--- config.mk ---
export PLATFORM = sky130hd
export DESIGN_NAME = spi_master
export DESIGN_NICKNAME = d
export VERILOG_FILES = /design/src/rtl/spi_pkg.sv /design/src/rtl/spi_write_queue.sv /design/src/rtl/spi_master.sv
export SDC_FILE = /design/constraint.sdc
export NUM_CORES = 1
export LEC_CHECK = 0
export BUFFER_PORTS_ARGS = -buffer_cell sky130_fd_sc_hd__buf_2
export CORE_ASPECT_RATIO = 0.7
export CORE_MARGIN = 4
export CORE_UTILIZATION = 30
export DETAILED_ROUTE_END_ITERATION = 6
export SYNTH_ARGS = -nofsm -noshare
export SYNTH_HDL_FRONTEND = slang
export SYNTH_HIERARCHICAL = 1
export SYNTH_SLANG_ARGS = --single-unit
--- constraint.sdc ---
create_clock -name i_Clock -period 2.8 [get_ports i_Clock]
set_input_delay 0.14 -clock i_Clock [delete_from_list [all_inputs] [get_ports i_Clock]]
set_output_delay 0.14 -clock i_Clock [all_outputs]
set_load 0.1 [all_outputs]
--- src/rtl/spi_pkg.sv ---
// Shared types and constants for the SPI master: frame layout, sizes and FSM states.
package spi_pkg;

  localparam int unsigned SPI_FRAME_BITS   = 32;
  localparam int unsigned SPI_SAMPLE_BITS  = 16;
  localparam int unsigned SPI_NUMBER_BITS  = 15;
  localparam int unsigned SPI_VALUE_BITS   = 16;
  localparam int unsigned SPI_BIT_CNT_BITS = 5;

  typedef struct packed {
    logic                       write;
    logic [SPI_NUMBER_BITS-1:0] number;
    logic [SPI_VALUE_BITS-1:0]  value;
  } spi_frame_t;

  typedef enum logic {
    IDLE,
    RUN
  } spi_master_state_t;

  // A register-write frame when a write is pending, otherwise an all-zero idle frame.
  function automatic spi_frame_t spi_make_frame(input logic                       wr,
                                                input logic [SPI_NUMBER_BITS-1:0] num,
                                                input logic [SPI_VALUE_BITS-1:0]  val);
    spi_frame_t f;
    f = '0;
    if (wr) begin
      f.write  = 1'b1;
      f.number = num;
      f.value  = val;
    end
    return f;
  endfunction

endpackage

--- src/rtl/spi_write_queue.sv ---
// Small FIFO of pending register writes; head is read combinationally, ready/empty are registered.
module spi_write_queue
  import spi_pkg::*;
#(
  parameter int unsigned DEPTH = 4
) (
  input  logic                       i_Clock,
  input  logic                       i_Reset_n,
  input  logic                       i_Push,
  input  logic                       i_Pop,
  input  logic [SPI_NUMBER_BITS-1:0] i_Number,
  input  logic [SPI_VALUE_BITS-1:0]  i_Value,
  output logic                       o_Ready,
  output logic                       o_Empty,
  output logic [SPI_NUMBER_BITS-1:0] o_Head_number_c,
  output logic [SPI_VALUE_BITS-1:0]  o_Head_value_c
);

  localparam int unsigned PTR_W    = (DEPTH > 1) ? $clog2(DEPTH) : 1;
  localparam int unsigned CNT_W    = $clog2(DEPTH + 1);
  localparam int unsigned ENTRY_W  = SPI_NUMBER_BITS + SPI_VALUE_BITS;

  logic [ENTRY_W-1:0] mem [DEPTH];
  logic [PTR_W-1:0]   wr_ptr;
  logic [PTR_W-1:0]   rd_ptr;
  logic [CNT_W-1:0]   count;
  logic [CNT_W-1:0]   count_next_c;
  logic               do_push_c;
  logic               do_pop_c;

  // Push while full is legal only when a pop frees a slot in the same cycle.
  always_comb begin
    do_pop_c     = i_Pop && (count != '0);
    do_push_c    = i_Push && ((count != CNT_W'(DEPTH)) || do_pop_c);
    count_next_c = count;
    if (do_push_c && !do_pop_c) count_next_c = count + CNT_W'(1);
    if (!do_push_c && do_pop_c) count_next_c = count - CNT_W'(1);
  end

  always_ff @(posedge i_Clock or negedge i_Reset_n) begin
    if (!i_Reset_n) begin
      wr_ptr  <= '0;
      rd_ptr  <= '0;
      count   <= '0;
      o_Ready <= 1'b1;
      o_Empty <= 1'b1;
    end else begin
      if (do_push_c) wr_ptr <= (wr_ptr == PTR_W'(DEPTH - 1)) ? '0 : wr_ptr + PTR_W'(1);
      if (do_pop_c)  rd_ptr <= (rd_ptr == PTR_W'(DEPTH - 1)) ? '0 : rd_ptr + PTR_W'(1);
      count   <= count_next_c;
      o_Ready <= (count_next_c != CNT_W'(DEPTH));
      o_Empty <= (count_next_c == '0);
    end
  end

  always_ff @(posedge i_Clock) begin
    if (do_push_c) mem[wr_ptr] <= {i_Number, i_Value};
  end

  assign {o_Head_number_c, o_Head_value_c} = mem[rd_ptr];

endmodule

--- src/rtl/spi_master.sv ---
// SPI mode-0 master: streams 32-bit register-write / idle frames on MOSI, collects 16-bit MISO samples.
// Build option: SPI_MASTER_WRITE_QUEUE_EN turns the single write holding register into a 4-entry FIFO.
module spi_master
  import spi_pkg::*;
#(
  parameter int unsigned CLKS_PER_HALF_SCK = 4
) (
  input  logic                       i_Clock,
  input  logic                       i_Reset_n,
  input  logic                       i_Enable,
  input  logic                       i_WriteValid,
  output logic                       o_WriteReady,
  input  logic [SPI_NUMBER_BITS-1:0] i_WriteNumber,
  input  logic [SPI_VALUE_BITS-1:0]  i_WriteValue,
  output logic                       o_Busy,
  output logic                       o_SampleValid,
  output logic [SPI_SAMPLE_BITS-1:0] o_Sample,
  output logic                       o_SPI_SCK,
  output logic                       o_SPI_MOSI,
  input  logic                       i_SPI_MISO
);

  localparam int unsigned HALF_CNT_BITS = (CLKS_PER_HALF_SCK > 1) ? $clog2(CLKS_PER_HALF_SCK) : 1;
  localparam logic [HALF_CNT_BITS-1:0] HALF_TC = HALF_CNT_BITS'(CLKS_PER_HALF_SCK - 1);

  spi_master_state_t state;
  spi_master_state_t state_next;

  logic [HALF_CNT_BITS-1:0]    half_cnt;
  logic [SPI_BIT_CNT_BITS-1:0] bit_cnt;
  logic [SPI_FRAME_BITS-2:0]   frame_sh;
  logic [SPI_SAMPLE_BITS-2:0]  rx_sh;
  logic                        ready_q;

  logic                        load_c;
  logic                        rise_c;
  logic                        fall_c;
  logic                        push_c;
  logic                        pop_c;
  logic                        pend_valid_c;
  logic [SPI_NUMBER_BITS-1:0]  pend_number_c;
  logic [SPI_VALUE_BITS-1:0]   pend_value_c;
  spi_frame_t                  frame_c;

  assign o_WriteReady = ready_q;
  assign push_c       = i_WriteValid && ready_q;
  assign pop_c        = load_c && pend_valid_c;
  assign frame_c      = spi_make_frame(pend_valid_c, pend_number_c, pend_value_c);

`ifdef SPI_MASTER_WRITE_QUEUE_EN
  logic q_empty;

  spi_write_queue #(.DEPTH(4)) u_write_queue (
    .i_Clock         (i_Clock),
    .i_Reset_n       (i_Reset_n),
    .i_Push          (push_c),
    .i_Pop           (pop_c),
    .i_Number        (i_WriteNumber),
    .i_Value         (i_WriteValue),
    .o_Ready         (ready_q),
    .o_Empty         (q_empty),
    .o_Head_number_c (pend_number_c),
    .o_Head_value_c  (pend_value_c)
  );

  assign pend_valid_c = !q_empty;
`else
  logic hold_full;
  logic hold_full_next_c;

  // Ready means empty, so a push and a pop can never coincide here.
  assign hold_full_next_c = push_c || (hold_full && !pop_c);
  assign pend_valid_c     = hold_full;

  always_ff @(posedge i_Clock or negedge i_Reset_n) begin
    if (!i_Reset_n) begin
      hold_full     <= 1'b0;
      pend_number_c <= '0;
      pend_value_c  <= '0;
      ready_q       <= 1'b1;
    end else begin
      if (push_c) begin
        pend_number_c <= i_WriteNumber;
        pend_value_c  <= i_WriteValue;
      end
      hold_full <= hold_full_next_c;
      ready_q   <= !hold_full_next_c;
    end
  end
`endif

  always_ff @(posedge i_Clock or negedge i_Reset_n) begin
    if (!i_Reset_n) state <= IDLE;
    else            state <= state_next;
  end

  // Frame boundary is the falling edge after the bit counter wraps; stop or reload there.
  always_comb begin
    state_next = state;
    load_c     = 1'b0;
    rise_c     = 1'b0;
    fall_c     = 1'b0;
    case (state)
      IDLE: begin
        if (i_Enable) begin
          load_c     = 1'b1;
          state_next = RUN;
        end
      end
      RUN: begin
        if (half_cnt == HALF_TC) begin
          if (!o_SPI_SCK) begin
            rise_c = 1'b1;
          end else begin
            fall_c = 1'b1;
            if (bit_cnt == '0) begin
              if (i_Enable) load_c = 1'b1;
              else          state_next = IDLE;
            end
          end
        end
      end
      default: state_next = IDLE;
    endcase
  end

  always_ff @(posedge i_Clock or negedge i_Reset_n) begin
    if (!i_Reset_n) begin
      half_cnt      <= '0;
      bit_cnt       <= '0;
      frame_sh      <= '0;
      rx_sh         <= '0;
      o_SPI_SCK     <= 1'b0;
      o_SPI_MOSI    <= 1'b0;
      o_Busy        <= 1'b0;
      o_Sample      <= '0;
      o_SampleValid <= 1'b0;
    end else begin
      o_SampleValid <= 1'b0;
      o_Busy        <= (state_next == RUN);
      if (state == RUN && half_cnt != HALF_TC) half_cnt <= half_cnt + HALF_CNT_BITS'(1);
      else                                     half_cnt <= '0;

      if (rise_c) begin
        o_SPI_SCK <= 1'b1;
        rx_sh     <= {rx_sh[SPI_SAMPLE_BITS-3:0], i_SPI_MISO};
        bit_cnt   <= bit_cnt + SPI_BIT_CNT_BITS'(1);
        if (bit_cnt[3:0] == 4'hF) begin
          o_Sample      <= {rx_sh, i_SPI_MISO};
          o_SampleValid <= 1'b1;
        end
      end
      if (fall_c) o_SPI_SCK <= 1'b0;

      if (load_c) begin
        o_SPI_MOSI <= frame_c[SPI_FRAME_BITS-1];
        frame_sh   <= frame_c[SPI_FRAME_BITS-2:0];
      end else if (fall_c) begin
        if (bit_cnt == '0) begin
          o_SPI_MOSI <= 1'b0;
        end else begin
          o_SPI_MOSI <= frame_sh[SPI_FRAME_BITS-2];
          frame_sh   <= {frame_sh[SPI_FRAME_BITS-3:0], 1'b0};
        end
      end
    end
  end

endmodule
==> impl_results.md <==
- GRT Total Usage: between 10 and 15%
- Worst EP required: roughly 3000 ps
- Crit path depth: 6
- Area growth, synth to finish: 17.7%
- Std-Cell Rows: 37
- Global Route met2 Usage: about 17%
- Root Driver: clkbuf_16
- Final Setup Violations: 0
- Largest net degree at the start of global routing: 76
- Status: completed
- Crit-path max FO: 33
- Non-Filler Instances: 605
- Worst vdd rail ir drop: around 0.36 mV
- Antenna cells: 0
- Share of layout cells above drive strength 1: a little over a third
- Crit path buf inv count: 2
- Placed insts: 589
- Final Instance Area: roughly 5300 um2
- Iteration-0 DRC Markers: between 150 and 200
- Count leader, synth: dfrtp_1
- Net Sw Frac: 33.3%
- Initial core utilization: 30.6%
- Post-route ant nets: 0
- Synth Area in Compound Gates: roughly 7.6%
- #FFs+latches synth: around 110
- Xor and xnor area share after synthesis: 0.980%
- Slowest cell delay on critical path: between 400 and 500 ps
- Post-layout util: 36.0%
- Int Power: 3.67 mW
- Wire per inst: 14.8 um
- Hpwl dp: slightly below 6000 um
- Setup Skew: 6.96 ps
- Main flop type after synthesis: dfrtp_1
- Via density: approximately 4.7
- Min cycle time layout: 1880 ps
- First-pass GRT wire length: 15300 um
- Die area: 16900 um2
- Period Utilization, post-route: 67.3%
- Combinational Power Share: 30.1%
- Die span in y: ~110 um
- RSZ-0062 raised after global routing: false
- # port buffers: 56
- Cells after synthesis: 355
- Clock network power share: between 20% and 30%
- Num CTS Buffers: 9
- Seq/Total Area, Yosys: 59.4%
- Post-route setup TNS: 0 ps
- Vias after detailed routing: between 2k and 3k
- CP Class: register to register
- Final Hold Violating Endpoints: 0
- Number of enable flip-flop cells after synthesis: 0
- Clk slew on worst S/H paths: 70 ps
- PD cells: around 1000 nW/um2
- Grt met1 use: 15.7%
- Headroom to the max-slew limit: 29.0%
- Post-CTS Hold Buffers: 1
- Sequential Power Share: 45.5%
- Top cells by count, synth: dfrtp_1, mux2_2, nand2_1
- Multiplexer area fraction after synthesis: 16.7%
- Clk Latency, worst-skew pair: 340 ps
- Post-Syn Area: 4470 um2
- Library cells used by synthesis: 34
- Post-synthesis simple-gate area fraction: ~8.5%
- Min-Delay Path Class: input port to register
- Routability cong.: 0.735
- Post-synth top area share: 58.8%
- GR peak layer: met2
- Setup crit end kind: register
- Async SR Flop Fraction: 100%
- Startpoint Class: register
- Vias in the first global route: 2934
- CTS sink count: 106
- Slowest cell on crit path: buf_4
- Max Cap Violations: 0
- Crit path max-delay family: buffers and inverters
- Fillers: approximately 1.5k
- Net Sw Power: 1.83 mW
- Total global routing overflow: 0
- I/O Pins: 57
- CTS tree: done
- Synth Area in Adders: 0.840%
- Data arrival, critical path: approximately 2100 ps
- Ranking of synthesized cells by area: dfrtp_1, mux2_2, a221oi_1, nor3_1, nand2_1
- FF-to-FF path depth: 6
- Synth Area per Inst: 12.6 um2
- Total routed wirelength: 8970 um
- Critical path, cell by cell: inv_1, ha_1, nor4b_4, buf_4, mux2i_1, a221oi_1
- Net Count, Synth: 394
- Met3 GRT Util: between 3 and 4%
- First-pass DRT Iterations: 4
- R2r setup slk: 920 ps
- Slew Limit Fails: 0
- Initial antenna violation count: 0
- Die Wd: between 150 and 200 um
- Placed cell areas: 4930 um2
- Hold Slack: 22.8 ps
- Max clock buf depth: 2
- Residual DRC count: 0
- Largest family of logic cells by synthesized area: multiplexers
- Post_cts resized: 0
- Max Freq: 0.531 GHz
- H-tree depth: 3
- Postcts setup bufs: 0
- Worst slew pin tran: ~1100 ps
- Warnings from Yosys: 6
- Core Region: between 10000 and 15000 um2
- WHS Path Cells: 2
- Fin nets: around 450
- P_leak: 2.57 nW
- Post-synth top area cell: dfrtp_1
==> layer usage <==
metal  wire length [um]  vias up
li1                   -     1343
met2               3920       52
met5                  0        -
met4                174        0
met1               4570     1415
met3                307       13
==> metrics by stage <==
stage                     power [mW]  worst slack, ps
after floorplan                 3.77              568
after global placement          4.12             1000
after detailed placement        4.21              912
after CTS                       5.58              892
after global routing            5.90              777
final                           5.50              915
==> power groups by stage <==
stage          registers, mW  logic (mW)  clock network [mW]
2_1_floorplan           2.53        1.24                   0
3_3_place_gp            2.51        1.61                   0
3_5_place_dp            2.53        1.67                   0
4_1_cts                 2.51        1.68                1.39
5_1_grt                 2.58        1.87                1.45
6_report                2.50        1.66                1.34
==> path summary, 6_finish.rpt <==
kind | start | end
max | bit_cnt[0]$_DFFE_PN0P_ | frame_sh[0]$_DFFE_PN0P_
min | i_WriteNumber[10] | pend_number_c[10]$_DFFE_PN0P_
max reg2reg | bit_cnt[0]$_DFFE_PN0P_ | frame_sh[0]$_DFFE_PN0P_
min reg2reg | half_cnt[0]$_DFF_PN0_ | half_cnt[0]$_DFF_PN0_
max in group asynchronous | i_Reset_n | rx_sh[12]$_DFFE_PN0P_
min in group asynchronous | i_Reset_n | pend_value_c[3]$_DFFE_PN0P_
==> state kept, by name (all words and copies together) (netlist names) <==
name / cells
o_WriteReady: 1
frame_sh: 31
pend_value_c: 16
o_SPI_MOSI: 1
half_cnt: 2
pend_number_c: 15
bit_cnt: 5
o_SPI_SCK: 1
hold_full: 1
o_SampleValid: 1
o_Busy: 1
rx_sh: 15
o_Sample: 16
==> kinds of logic after synthesis <==
family,Yosys count
flops,106
simple gates,78
mux,64
buf+inv,59
compound gates,40
xor+xnor,5
fa+ha+maj,3
==> layout make-up <==
cell class                      instances  area (um2)  area share (%)
Inverter                               34         128            2.43
Clock inverter                          4        73.8            1.40
Sequential cell                       106        2650            50.5
Tap cell                              195         244            4.64
Multi-Input combinational cell        190        1550            29.5
Clock buffer                           11         243            4.61
Timing Repair Buffer                   65         365            6.95
==> layout by cell type (no fill, tap or decap), types with 3 or more instances in the layout <==
cell,instances
dfrtp_1,105
buf_2,55
mux2_2,54
nand2_1,36
inv_1,34
a221oi_1,31
nor3_1,30
clkbuf_16,9
mux2_4,8
buf_4,8
xnor2_1,4
ha_1,3
No activity file was read; power rests on OpenSTA's default activity.
